[config.mk]
export PLATFORM = sky130hd
export DESIGN_NAME = seq_alu_n
export DESIGN_NICKNAME = d
export VERILOG_FILES = /design/src/rtl/seq_alu_pkg.sv /design/src/rtl/seq_alu_n_add_sub.sv /design/src/rtl/seq_alu_n.sv
export SDC_FILE = /design/constraint.sdc
export NUM_CORES = 1
export LEC_CHECK = 0
export ABC_AREA = 1
export BUFFER_PORTS_ARGS = -buffer_cell sky130_fd_sc_hd__buf_2
export CORE_UTILIZATION = 30
export DETAILED_ROUTE_END_ITERATION = 7
export GPL_TIMING_DRIVEN = 0
export HOLD_SLACK_MARGIN = 0.05
export SYNTH_ARGS = -nofsm -noshare
export SYNTH_HDL_FRONTEND = slang
export SYNTH_SLANG_ARGS = --single-unit
[constraint.sdc]
create_clock -name CLK -period 5.19 [get_ports CLK]
set_input_delay 0.7785 -clock CLK [delete_from_list [all_inputs] [get_ports CLK]]
set_output_delay 0.7785 -clock CLK [all_outputs]
set_load 0.01 [all_outputs]
[src/rtl/seq_alu_pkg.sv]
// Shared types for the sequential ALU slice.
// Op codes, FSM states and condition-code bit positions.
package seq_alu_pkg;

  typedef enum logic [2:0] {
    OP_ADD,
    OP_SUB,
    OP_AND,
    OP_OR,
    OP_XOR,
    OP_SHL,
    OP_SRA,
    OP_MUL
  } op_e;

  typedef enum logic {
    IDLE,
    MUL
  } state_e;

  localparam int CC_COUT = 0;
  localparam int CC_NEG  = 1;
  localparam int CC_ZERO = 2;
  localparam int CC_OVR  = 3;

endpackage

[src/rtl/seq_alu_n_add_sub.sv]
// Shared adder/subtractor for ADD/SUB and the Booth step.
// Reports carry-out and carry into the MSB for overflow.
module add_sub_n #(
  parameter int WIDTH = 8
) (
  input  logic [WIDTH-1:0] x,
  input  logic [WIDTH-1:0] y,
  input  logic             sub,
  output logic [WIDTH-1:0] sum,
  output logic             cout,
  output logic             cmsb
);

  logic [WIDTH-1:0] yy;
  logic [WIDTH:0]   full;

  assign yy   = sub ? ~y : y;
  assign full = {1'b0, x} + {1'b0, yy} + {{WIDTH{1'b0}}, sub};
  assign sum  = full[WIDTH-1:0];
  assign cout = full[WIDTH];
  // MSB sum bit = x ^ y ^ carry-in, so carry-in falls out directly
  assign cmsb = x[WIDTH-1] ^ yy[WIDTH-1] ^ full[WIDTH-1];

endmodule

[src/rtl/seq_alu_n.sv]
// Sequential ALU: single-cycle add/sub/logic/shift ops
// plus a multi-cycle signed radix-2 Booth multiply.
module seq_alu_n
  import seq_alu_pkg::*;
#(
  parameter int WIDTH = 8
) (
  input  logic             CLK,
  input  logic             CLEAR_N,
  input  logic [WIDTH-1:0] NUM,
  input  logic             LOAD_A,
  input  logic             LOAD_B,
  input  logic [2:0]       OP,
  input  logic             START,
  output logic             BUSY,
  output logic             DONE,
  output logic [WIDTH-1:0] A_OUT,
  output logic [WIDTH-1:0] B_OUT,
  output logic [WIDTH-1:0] R,
  output logic [WIDTH-1:0] R_HI,
  output logic [3:0]       CC
);

  localparam int SH_W = $clog2(WIDTH);

  state_e           state;
  op_e              op;
  logic [WIDTH-1:0] a_q, b_q, mc_q;
  logic [WIDTH-1:0] r_q, rh_q;
  logic [3:0]       cc_q;
  logic             busy_q, done_q;
  logic [WIDTH-1:0] hi_q, lo_q;
  logic             qm1_q;
  logic [SH_W-1:0]  cnt_q;

  logic [WIDTH-1:0] ax, ay, sum;
  logic             asub, cout, cmsb;
  logic [1:0]       pair;

  assign op   = op_e'(OP);
  assign pair = {lo_q[0], qm1_q};

  always_comb begin
    ax   = a_q;
    ay   = b_q;
    asub = (op == OP_SUB);
    if (state == MUL) begin
      ax   = hi_q;
      ay   = mc_q;
      asub = (pair == 2'b10);
    end
  end

  add_sub_n #(.WIDTH(WIDTH)) u_add (
    .x    (ax),
    .y    (ay),
    .sub  (asub),
    .sum  (sum),
    .cout (cout),
    .cmsb (cmsb)
  );

  // Booth step; true sign of the add keeps the -2^(W-1) case exact
  logic [WIDTH-1:0] acc, hi_nx, lo_nx;
  logic             acc_s;
  logic [3:0]       mcc;

  always_comb begin
    acc   = hi_q;
    acc_s = hi_q[WIDTH-1];
    if (pair[1] ^ pair[0]) begin
      acc   = sum;
      acc_s = sum[WIDTH-1] ^ cmsb ^ cout;
    end
    hi_nx = {acc_s, acc[WIDTH-1:1]};
    lo_nx = {acc[0], lo_q[WIDTH-1:1]};
    mcc          = '0;
    mcc[CC_ZERO] = ({hi_nx, lo_nx} == '0);
    mcc[CC_NEG]  = hi_nx[WIDTH-1];
    mcc[CC_OVR]  = (hi_nx != {WIDTH{lo_nx[WIDTH-1]}});
  end

  logic [SH_W-1:0]         sh;
  logic [WIDTH:0]          shl_x;
  logic signed [WIDTH:0]   sra_x;
  logic [WIDTH-1:0]        r_nx;
  logic                    c_nx, v_nx;
  logic [3:0]              cc_nx;

  assign sh    = b_q[SH_W-1:0];
  assign shl_x = {1'b0, a_q} << sh;
  assign sra_x = $signed({a_q, 1'b0}) >>> sh;

  always_comb begin
    r_nx = '0;
    c_nx = 1'b0;
    v_nx = 1'b0;
    unique case (1'b1)
      (op == OP_ADD),
      (op == OP_SUB): begin
        r_nx = sum;
        c_nx = cout;
        v_nx = cmsb ^ cout;
      end
      (op == OP_AND): r_nx = a_q & b_q;
      (op == OP_OR):  r_nx = a_q | b_q;
      (op == OP_XOR): r_nx = a_q ^ b_q;
      (op == OP_SHL): begin
        r_nx = shl_x[WIDTH-1:0];
        c_nx = shl_x[WIDTH];
      end
      (op == OP_SRA): begin
        r_nx = sra_x[WIDTH:1];
        c_nx = sra_x[0];
      end
      default: ;
    endcase
    cc_nx          = '0;
    cc_nx[CC_COUT] = c_nx;
    cc_nx[CC_NEG]  = r_nx[WIDTH-1];
    cc_nx[CC_ZERO] = (r_nx == '0);
    cc_nx[CC_OVR]  = v_nx;
  end

  always_ff @(posedge CLK or negedge CLEAR_N) begin
    if (!CLEAR_N) begin
      state  <= IDLE;
      a_q    <= '0;
      b_q    <= '0;
      mc_q   <= '0;
      r_q    <= '0;
      rh_q   <= '0;
      cc_q   <= '0;
      busy_q <= 1'b0;
      done_q <= 1'b0;
      hi_q   <= '0;
      lo_q   <= '0;
      qm1_q  <= 1'b0;
      cnt_q  <= '0;
    end else begin
      done_q <= 1'b0;
      unique case (state)
        IDLE: begin
          if (LOAD_A) a_q <= NUM;
          if (LOAD_B) b_q <= NUM;
          if (START) begin
            if (op == OP_MUL) begin
              state  <= MUL;
              busy_q <= 1'b1;
              mc_q   <= a_q;
              hi_q   <= '0;
              lo_q   <= b_q;
              qm1_q  <= 1'b0;
              cnt_q  <= SH_W'(WIDTH - 1);
            end else begin
              r_q    <= r_nx;
              rh_q   <= {WIDTH{r_nx[WIDTH-1]}};
              cc_q   <= cc_nx;
              done_q <= 1'b1;
            end
          end
        end
        MUL: begin
          hi_q  <= hi_nx;
          lo_q  <= lo_nx;
          qm1_q <= lo_q[0];
          cnt_q <= cnt_q - 1'b1;
          if (cnt_q == '0) begin
            state  <= IDLE;
            busy_q <= 1'b0;
            done_q <= 1'b1;
            r_q    <= lo_nx;
            rh_q   <= hi_nx;
            cc_q   <= mcc;
          end
        end
        default: state <= IDLE;
      endcase
    end
  end

  assign BUSY  = busy_q;
  assign DONE  = done_q;
  assign A_OUT = a_q;
  assign B_OUT = b_q;
  assign R     = r_q;
  assign R_HI  = rh_q;
  assign CC    = cc_q;

endmodule

### Yosys cells after proc, flatten, opt, wreduce, memory -nomap -nowiden

Index checks and enable logic that the tools add are counted.

* bits in registers: 67
* bits of input ports: 16
* output and inout bits: 38
* word-level logic and storage cells: 98

* $add $sub $neg: 3
* equality and inequality tests: 13
* shifts and indexed selects: 2
* muxes and demuxes: 45
* bitwise operators: 11
* reductions and logical operators: 11

Operators with widths (count)
* $mux W8: 14
* $pmux W8 S2: 4
* $pmux W8 S6: 1
* $logic_not A16 Y1: 1
* $mux W1: 14
* $eq A3 B3 Y1 const B: 4
* $mux W4: 3
* $add A8 B8 Y9: 1
* $add A9 B1 Y9: 1
* $reduce_and A3 Y1: 3
* $shl A8 B3 Y9: 1
* $sshr A9 B3 Y9: 1
* $and A8 B8 Y8: 1
* $logic_not A8 Y1: 1
* $ne A8 B8 Y1: 1
* $not A8 Y8: 1
* $or A8 B8 Y8: 1
* $pmux W1 S2: 4
* $pmux W4 S2: 1
* $xor A8 B8 Y8: 1
* $eq A3 B2 Y1 const B: 2
* $logic_not A3 Y1: 2
* $mux W3: 2
* $ne A2 B2 Y1 const B: 3
* other kinds (10): 17

### Longest topological paths before layout

Gate-level depths: netlist of run 1.

* depth after elaboration: 12
* depth in mapped cells: 22
* depth with buffers taken out: 22

### By module

Synthesis of run 1 repeated with hierarchy kept, for this count alone.

* cells, all modules: 655
* area total of the unflattened synthesis: 4723.3 µm²

By module, submodules not included
* seq_alu_n: times used 1, cells each 582, area an instance 4222.8 µm², seq. area each 1651.6 µm²
* add_sub_n: times used 1, cells each 73, area an instance 500.5 µm², seq. area each 0.0 µm²

### Least setup slack after synthesis of run 1

Ideal clock, no wire load.

* path type: input port to flip-flop
* from: in OP[2]
* to: reg cc_q[3] (netlist: CC[3])
* library setup time: 0.117 ns
* arrival: 2.947 ns
* required time: 5.073 ns
* path slack: 2.126 ns
* cell stages on the path: 19
* buffers on the path: 0
* cell sequence: nor2_2 nand2_1 nand2_1 xnor2_1 fa_1 inv_1 nand3_1 nand2_1 nand2_1 nand3_1 nand3_1 o21ai_0 inv_1 nor2_1 nand3_1 nand2_1 nand3_1 nand2_1 nand2_1

* word-level cells in the longest chain between the ends: 12
* elaborated cells between the ends (all ways): 23
* classes of those cells: 2 x add/sub; 4 x eq/ne; 9 x mux; 5 x bitwise; 3 x reduce/logical

RTL lines
* from (decl): line seq_alu_n.sv:13 `input logic [2:0] OP,`
* $eq A3 B1 Y1: line seq_alu_n.sv:46, seq_alu_n.sv:100
* $mux W1: line seq_alu_n.sv:47 `if (state == MUL) begin`
* $mux W8: line seq_alu_n_add_sub.sv:17 `assign yy = sub ? ~y : y;`
* $add A8 B8 Y9: line seq_alu_n_add_sub.sv:18 `assign full = {1'b0, x} + {1'b0, yy} + {{WIDTH{1'b0}}, sub};`
* $add A9 B1 Y9: line seq_alu_n_add_sub.sv:18
* $xor A1 B1 Y1: line seq_alu_n_add_sub.sv:22 `assign cmsb = x[WIDTH-1] ^ yy[WIDTH-1] ^ full[WIDTH-1];`
* $xor A1 B1 Y1 (2 in series): line seq_alu_n.sv:73 `acc_s = sum[WIDTH-1] ^ cmsb ^ cout;`
* $mux W1: line seq_alu_n.sv:71 `if (pair[1] ^ pair[0]) begin`
* $ne A8 B8 Y1: line seq_alu_n.sv:80 `mcc[CC_OVR] = (hi_nx != {WIDTH{lo_nx[WIDTH-1]}});`
* $mux W4: line seq_alu_n.sv:168 `if (cnt_q == '0) begin`
* $pmux W4 S2: line seq_alu_n.sv:142 `unique case (state)`
* to (signal assigned): line seq_alu_n.sv:158 `cc_q <= cc_nx;`
* to (signal assigned): line seq_alu_n.sv:174 `cc_q <= mcc;`
* to (decl): line seq_alu_n.sv:30 `logic [3:0] cc_q;`

Parallel ways exist; a longest one is shown, timed or not. The select of a mux whose other input is x is not followed.
A chain may end at the register's enable or synchronous reset.

### Worst setup path after layout of run 1

* from: reg state
* to: reg cc_q[2] (netlist: CC[2])

* word-level cells in the longest chain between the ends: 12
* elaborated cells between the ends (all ways): 25
* classes of those cells: 2 x add/sub; 3 x eq/ne; 11 x mux; 6 x bitwise; 3 x reduce/logical

RTL lines
* from (decl): line seq_alu_n.sv:26 `state_e state;`
* from (signal assigned): line seq_alu_n.sv:127 `state <= IDLE;`
* from (signal assigned): line seq_alu_n.sv:148 `state <= MUL;`
* from (signal assigned): line seq_alu_n.sv:169 `state <= IDLE;`
* $mux W8: line seq_alu_n.sv:47
* $not A8 Y8: line seq_alu_n_add_sub.sv:17
* $mux W8: line seq_alu_n_add_sub.sv:17
* $add A8 B8 Y9: line seq_alu_n_add_sub.sv:18
* $add A9 B1 Y9: line seq_alu_n_add_sub.sv:18
* $xor A1 B1 Y1: line seq_alu_n_add_sub.sv:22
* $xor A1 B1 Y1 (2 in series): line seq_alu_n.sv:73
* $mux W1: line seq_alu_n.sv:71
* $logic_not A16 Y1: line seq_alu_n.sv:78 `mcc[CC_ZERO] = ({hi_nx, lo_nx} == '0);`
* $mux W4: line seq_alu_n.sv:168
* $pmux W4 S2: line seq_alu_n.sv:142

Parallel ways exist; a longest one is shown, timed or not. The select of a mux whose other input is x is not followed.

==> results of run 1 <==
cell type report:
| class | count | area (sq um) |
|---|---|---|
| Fill cell | 1615 | 9280 |
| Clock inverter | 2 | 38.8 |
| Timing Repair Buffer | 54 | 295 |
| Tap cell | 184 | 230 |
| Sequential cell | 66 | 1650 |
| Clock buffer | 12 | 246 |
| Multi-Input combinational cell | 491 | 2500 |
| Inverter | 80 | 300 |
| Buffer | 22 | 98.8 |
routing by layer:
metal	up-vias	share of wire [%]	global-route usage [%]
li1	2289	-	-
met1	2103	48	26.5
met2	140	44	31.0
met3	28	4.7	3.85
met4	0	2.5	6.46
met5	-	0	0
worst max-delay path: stages (launching register included):
cell and delay [ns]:
dfrtp_1 0.42, buf_6 0.16, clkbuf_1 0.33, clkbuf_1 0.39, buf_1 0.47, nand2_1 0.15
o21ai_0 0.12, ha_1 0.31, a21oi_1 0.18, nand2_1 0.12, nand2_1 0.10, nand2_1 0.05
nand2_1 0.07, nand2_1 0.09, nand2_1 0.08, nand3_1 0.13, nor2_1 0.11, nand2_1 0.06
nor2_1 0.14, nand3_1 0.11, nand2_1 0.08, nand2_1 0.05, nand2_1 0.05
placed cells by master, fill, tap and decap left out, types with 2 or more instances in the layout:
master,netlist,routed
nand2_1,195,195
inv_1,77,77
dfrtp_1,66,66
o21ai_0,63,63
nor2_1,59,59
buf_2,4,56
nand3_1,49,49
a21oi_1,32,32
ha_1,27,27
clkbuf_1,15,17
o211ai_1,9,9
clkbuf_16,0,9
nor3_1,7,7
nand4_1,6,6
xor2_1,5,5
nand2_2,5,5
a31oi_1,5,5
a211oi_1,3,3
nor2_2,2,2
xnor2_1,2,2
inv_2,2,2
nand3_2,2,2
o21a_1,2,2
o22ai_1,2,2
or2_2,2,2
o31ai_1,2,2
o221ai_1,2,2
buf_4,1,2
sequential cells by signal, summed over array words and instances, names as in the netlist, 3 cells and up:
name / flops
CC: 4
hi_q: 8
A_OUT: 8
R_HI: 7
lo_q: 8
mc_q: 8
cnt_q: 3
B_OUT: 8
R: 8
worst paths after layout:
check                        start       end  slack (ns)  cells after the start
max                          state     CC[2]        1.34                     22
min                        CLEAR_N  A_OUT[6]        0.33                      1
max reg2reg                  state     CC[2]        1.34                     22
min reg2reg                  CC[2]     CC[2]        0.48                      2
max in group asynchronous  CLEAR_N   hi_q[1]        4.33                      2
min in group CLK             CC[2]     CC[2]        0.48                      2
kinds of logic after synthesis:
| family | share of synthesized area [%] |
|---|---|
| XOR/XNOR | 1.35 |
| AND/OR/NAND/NOR | 29.9 |
| buffers and inverters | 8.77 |
| flip-flops | 36.3 |
| AO/OA/AOI/OAI | 15.9 |
| adder cells (fa/ha/maj) | 7.86 |
through the flow:
| step | instance area, sq um | util [%] | hold slack [ns] |
|---|---|---|---|
| final | 5360 | 36.6 | 0.327 |
| after global routing | 5360 | 36.6 | 0.341 |
| after CTS | 5360 | 36.6 | 0.330 |
| after detailed placement | 5080 | 34.7 | 0.467 |
| after global placement | 5050 | 34.5 | 0.468 |
| after floorplan | 4550 | - | 0.453 |
==> run metrics, run 1 <==
max-cap violations=0; die height=roughly 130 um; Longest Clk Path Bufs=2; yosys warns=0; maximum fanout along the worst path=10; post-synth cell types=40; Arr. time, crit path=4.13 ns; Post-synth EDFFs=0; Via density=5.01; CTS buffer count=9; mapped cell area=4550 sq um; pre-CTS setup slack=1.37 ns; critical path launch point type=flop; Total Wirelength=roughly 15 mm; min setup slack post-route=roughly 1.3 ns; post-cts resize count=0; 1st-iter DRT viols=around 270; Yosys reg bits=66; min-delay worst type=in -> async; Post-Syn Instances=about 660; Routed Antenna Nets=0; Core ar.=14,600 sq um; share of the synthesized area in the top cell type=between 30% and 40%; CTS tree=yes; Top-Level Pins=54; fin crit share=between 70% and 80%; Setup CP Type=reg -> reg; most common cell in the netlist=nand2_1; Seq/Total Area, Yosys=around 36%; area delta synth->final=17.8%; initial antenna violation count=0; Net Count, Synth=about 700; fin. max-slew vios=0; Cells after DPL=~900; Post-DP HPWL=approximately 11 mm; layout cells sized above 1=between 10% and 20%; ranking of synthesized cells by area=dfrtp_1 36%, nand2_1 16%, ha_1 7.4%; vias in the first global route=between 4,000 and 5,000; nets@finish=about 770; final setup TNS=0 ns; H-tree depth=3; crit path time final=a little under 4 ns; first-pass GRT wire length=~23 mm; number of port buffers=53; Num Clock Sinks=between 60 and 70; Die Area=about 16,000 sq um; setup repair after global routing missed its margin=no; crit end category=flop; TritonRoute pass-1 iters=8; Req. time, crit path=about 5.5 ns; leading area contributor after synthesis=dfrtp_1; GP Congestion=0.951; vias post-DR=around 4,600; non-filler cells, final=911; all-layer global routing usage=about a fifth; num rows=44; Clock Skew=between 0.008 and 0.009 ns; Least-Margin Pin Slew=around 0.62 ns; Finish-stage setup viols=0; relative slew slack=58.3%; Clock Tree Root=clkbuf_16; Worst-path clk slew=around 0.06 ns; Final Hold Vio Count=0; global route overflow=0; Achievable Freq=about 260 MHz; Syn Area/Cell=6.91 sq um; synth cell count leaders=195 x nand2_1, 77 x inv_1, 66 x dfrtp_1; fraction of registers with async set/reset=100%; Synth Flop Type=dfrtp_1; die width=125 um; DR DRC count=0; largest net degree at the start of global routing=48; Post-CTS Setup Inserts=0; diodes inserted=0; CTS Hold Bufs=0; clk_lat worst skew=0.35 ns; Initial Utilization=31.1%; status=finished clean; routed len/inst=15.9 um
Power of run 1 is not shown: default switching activity piles up to over one toggle a cycle in this logic, so the estimate is an artifact.
==> inputs of run 2 (changes only) <==
==> constraint.sdc (replaced) <==
create_clock -name CLK -period 3.3 [get_ports CLK]
set_input_delay 0.495 -clock CLK [delete_from_list [all_inputs] [get_ports CLK]]
set_output_delay 0.495 -clock CLK [all_outputs]
set_load 0.01 [all_outputs]
==> run metrics, run 2 (synthesis gave the netlist of run 1 again) <==
num rows=44; hold path startpoint=NUM[1]; Cells after DPL=about 900; final setup TNS=0 ns; die width=about 130 um; DR DRC count=0; Num Clock Sinks=66; most frequent cells in the layout=194 x nand2_1, 76 x inv_1, 64 x dfrtp_1; fillers=around 1,600; R2R Path End=CC[2]; Worst path slowest cell=fa_1; worst hold margin=between 0.4 and 0.5 ns; H-tree depth=3; R2R depth=20; Die Area=approximately 16,000 sq um; maximum fanout along the worst path=19; clk_lat worst skew=roughly 0.35 ns; largest net degree at the start of global routing=48; nets@finish=~770; setup repair after global routing missed its margin=no; Finish-stage setup viols=0; Total Wirelength=14.6 mm; Crit Reg-Reg Startpoint=state; Register Area=1650 sq um; Longest Clk Path Bufs=2; Arr. time, crit path=3.29 ns; Via density=~5.0; Worst Hold Depth=3; vias in the first global route=4,379; CP bufs+invs=2; Clock Tree Root=clkbuf_16; initial antenna violation count=0; fin crit share=91.2%; Achievable Freq=about 330 MHz; Setup CP Type=reg -> reg; routed len/inst=roughly 16 um; die height=125 um; TritonRoute pass-1 iters=7; Post-DP HPWL=11.3 mm; Worst path max stage delay=0.44 ns; Core ar.=approximately 15,000 sq um; crit end category=flop; Req. time, crit path=3.58 ns; Final Hold Vio Count=0; pre-CTS setup slack=-0.520 ns; vias post-DR=approximately 4,600; critical path launch point type=flop; fin. max-slew vios=0; all-layer global routing usage=about 19%; max-cap violations=0; layout cells sized above 1=between 10% and 20%; 1st-iter DRT viols=just under 300; CTS buffer count=9; Initial Utilization=31.1%; min-delay worst type=in -> reg; Routed Antenna Nets=0; number of port buffers=53; crit path time final=3.01 ns; Hold Path Sink=B_OUT[1]; crit-path leading delay family=simple AND/OR/NAND/NOR gates; area delta synth->final=19.4%; global route overflow=0; relative slew slack=about three fifths; Worst R2R Setup Slack=between 0.2 and 0.3 ns; first-pass GRT wire length=~23 mm; Worst-path clk slew=0.06 ns; commonest non-fill, non-tap cell in the layout=nand2_1; diodes inserted=0; crit path cell chain=buf_6 > nand2_1 > nand2_2 > xnor2_1 > fa_1 > inv_1 > nand3_1 > nand2_1 > nand2_1 > nand3_1 > nand2_1 > nand2_1 > nand3_1 > nor2_1 > nand2_1 > nor2_1 > nand3_1 > nand2_1 > nand2_1 > nand2_1; Least-Margin Pin Slew=between 0.6 and 0.7 ns; area occupied by multi-input gates=between 2000 and 3000 sq um; Clock Skew=a little over 0.009 ns; GP Congestion=0.951; CTS tree=yes; non-filler cells, final=about 920; Top-Level Pins=54; most frequent CP cell=nand2_1; min setup slack post-route=0.291 ns; status=finished clean
==> run 2: timing repair <==
action                     in CTS  in global routing
buffers inserted                0                  5
gates cloned                    0                  1
resized for setup               2                 13
hold buffers                    1                  0
hold endpoints to repair       10                  0
setup endpoints to repair      20                  7
pin swaps                       0                  1
==> run 2: worst max-delay path by stage <==
stage,start,end,slack (ns),cells past startpoint
6_report,state,CC[2],0.29,20
5_1_grt,state,CC[2],0.008,20
4_1_cts,OP[2],CC[2],0.10,21
3_5_place_dp,state,CC[2],-0.52,22
3_3_place_gp,state,CC[2],-0.51,22
2_1_floorplan,state,CC[1],0.36,18
==> run 2: metrics by stage <==
step,util [%],area [sq um]
3_3_place_gp,34.5,5050
4_1_cts,36.7,5370
2_1_floorplan,-,4550
6_report,37.1,5440
3_5_place_dp,34.7,5080
5_1_grt,37.1,5440
==> run 2: final cells by class <==
| type | instances | area share, % |
|---|---|---|
| Buffer | 20 | 1.86 |
| Clock buffer | 12 | 4.53 |
| Clock inverter | 2 | 0.714 |
| Inverter | 80 | 5.59 |
| Multi-Input combinational cell | 491 | 46.2 |
| Sequential cell | 66 | 30.4 |
| Tap cell | 184 | 4.24 |
| Timing Repair Buffer | 60 | 6.31 |
| Timing Repair inverter | 1 | 0.0921 |
==> run 2: worst min-delay path: stages <==
cell and delay [ns]:
buf_2 0.09, inv_1 0.05, o21ai_0 0.07
==> run 2: routing by layer <==
metal	up-vias	wire length (um)	GRT usage, %
met4	0	304	6.46
met5	-	0	0
met1	2136	6980	26.4
li1	2294	-	-
met3	21	691	4.02
met2	129	6580	31.0
Power of run 2 is left out for the same reason.
==> inputs of run 3 (changes only) <==
--- a/config.mk
+++ b/config.mk
@@ -6,11 +6,12 @@
 export NUM_CORES = 1
 export LEC_CHECK = 0
 export ABC_AREA = 1
-export BUFFER_PORTS_ARGS = -buffer_cell sky130_fd_sc_hd__buf_2
 export CORE_UTILIZATION = 30
 export DETAILED_ROUTE_END_ITERATION = 7
+export DONT_BUFFER_PORTS = 1
 export GPL_TIMING_DRIVEN = 0
 export HOLD_SLACK_MARGIN = 0.05
+export MAX_ROUTING_LAYER = met4
 export SYNTH_ARGS = -nofsm -noshare
 export SYNTH_HDL_FRONTEND = slang
 export SYNTH_SLANG_ARGS = --single-unit
==> constraint.sdc (replaced) <==
create_clock -name CLK -period 2.9 [get_ports CLK]
set_input_delay 0.435 -clock CLK [delete_from_list [all_inputs] [get_ports CLK]]
set_output_delay 0.435 -clock CLK [all_outputs]
set_load 0.01 [all_outputs]
==> run metrics, run 3 (synthesis gave the netlist of run 1 again) <==
status=finished clean; DR DRC count=0; Num Clock Sinks=between 60 and 70; die width=around 130 um; Worst R2R Setup Slack=around 0.06 ns; Clock Skew=between 0.006 and 0.007 ns; H-tree depth=3; clk_lat worst skew=around 0.35 ns; Post-DP HPWL=11.3 mm; crit path cell chain=buf_4 > nor2_1 > nand2_2 > nand2_4 > buf_4 > xor2_1 > ha_1 > inv_2 > nor2_1 > nor2_1 > nand2_2 > nand2_2 > nand2_2 > nand2_2 > nand2_4 > a21oi_4 > a21oi_1; Setup CP Type=reg -> reg; maximum fanout along the worst path=5; CTS tree=yes; relative slew slack=roughly 49%; Req. time, crit path=3.12 ns; min-delay worst type=in -> reg; first-pass GRT wire length=24.0 mm; fin. max-slew vios=0; layout cells sized above 1=~18%; area delta synth->final=23.8%; diodes inserted=0; vias in the first global route=between 4,000 and 5,000; max-cap violations=0; TritonRoute pass-1 iters=5; setup repair after global routing missed its margin=yes; CP bufs+invs=3; Top-Level Pins=54; hold path startpoint=NUM[1]; Core ar.=~15,000 sq um; crit path time final=~2.8 ns; placed inst area=4780 sq um; pre-CTS setup slack=-0.781 ns; vias post-DR=between 4,000 and 5,000; fillers=roughly 1,600; Routed Antenna Nets=0; CTS buffer count=9; 1st-iter DRT viols=372; most frequent cells in the layout=176 x nand2_1, 72 x inv_1, 64 x dfrtp_1; Hold Path Sink=B_OUT[1]; Least-Margin Pin Slew=~0.76 ns; Arr. time, crit path=3.07 ns; number of port buffers=0; initial antenna violation count=0; die height=about 130 um; critical path launch point type=flop; fin crit share=98.0%; Total Wirelength=roughly 15 mm; Longest Clk Path Bufs=2; R2R Path End=R_HI[0]; Crit Reg-Reg Startpoint=state; Worst path max stage delay=roughly 0.4 ns; nets@finish=740; largest net degree at the start of global routing=67; GP Congestion=0.931; crit end category=flop; Clock Tree Root=clkbuf_16; Final Hold Vio Count=0; Finish-stage setup viols=0; global route overflow=0; all-layer global routing usage=20.6%; Worst Hold Depth=2; Worst path slowest cell=dfrtp_1; routed len/inst=between 15 and 20 um; most frequent CP cell=nand2_2; Initial Utilization=around 31%; min setup slack post-route=a little under 0.06 ns; design area=5630 sq um; Worst-path clk slew=about 0.060 ns; Achievable Freq=between 300 and 400 MHz; R2R depth=17; Via density=roughly 5.2; num rows=44; commonest non-fill, non-tap cell in the layout=nand2_1; crit-path leading delay family=simple AND/OR/NAND/NOR gates; Die Area=roughly 16,000 sq um
[run 3: cell count changes in the layout (fill, tap and decap cells not counted), sizes merged]
cell | before | now
clkinvlp | 2 | 3
inv | 78 | 79
buf | 65 | 30
a21oi | 33 | 34
clkbuf | 26 | 29
clkinv | 2 | 1
bufinv | 1 | 0
[run 3: worst max path at each step]
stage                     start       to  slack (ns)  cells after the start
after CTS                 state    CC[2]       0.004                     22
after global placement    state    CC[2]       -0.76                     22
final                     state  R_HI[0]        0.06                     17
after floorplan           state    CC[1]        0.03                     18
after global routing      state  R_HI[0]        -0.1                     18
after detailed placement  state    CC[2]       -0.78                     22
[run 3: final cells by class]
cell class                 count  area (sq um)  share of cell area [%]
buffer                        21           143                    2.53
clock buffer                  13           270                    4.80
sequential                    66          1650                    29.4
timing repair buffer          26           268                    4.75
multi-input combinational    492          2740                    48.6
inverter                      80           310                    5.51
tap                          184           230                    4.09
clock inverter                 3          21.3                   0.378
[run 3: metrics by stage]
| step | util [%] | setup TNS [ns] | cells | hold slack (ns) |
|---|---|---|---|---|
| finish | 38.5 | 0 | 885 | 0.246 |
| global route | 38.5 | -0.671 | 885 | 0.247 |
| CTS | 35.7 | 0 | 866 | 0.243 |
| detailed placement | 32.7 | -11.56 | 843 | 0.147 |
| global placement | 32.7 | -11.31 | 843 | 0.147 |
| floorplan | - | 0 | 659 | 0.139 |
[run 3: routing by layer]
metal	up-vias	global-route usage, %	wire length, um
li1	2223	-	-
met1	2172	26.4	6890
met2	180	31.6	7170
met3	38	4.88	953
met4	0	7.53	431
met5	-	-	0
[run 3: timing repair]
action                     in CTS  in global routing
hold buffers                    2                  0
pin swaps                       5                 40
setup endpoints to repair      25                 13
hold endpoints to repair       66                  0
resized for setup              23                 70
buffers inserted                5                 16
cloned                          1                  3
Power of run 3 is left out for the same reason.
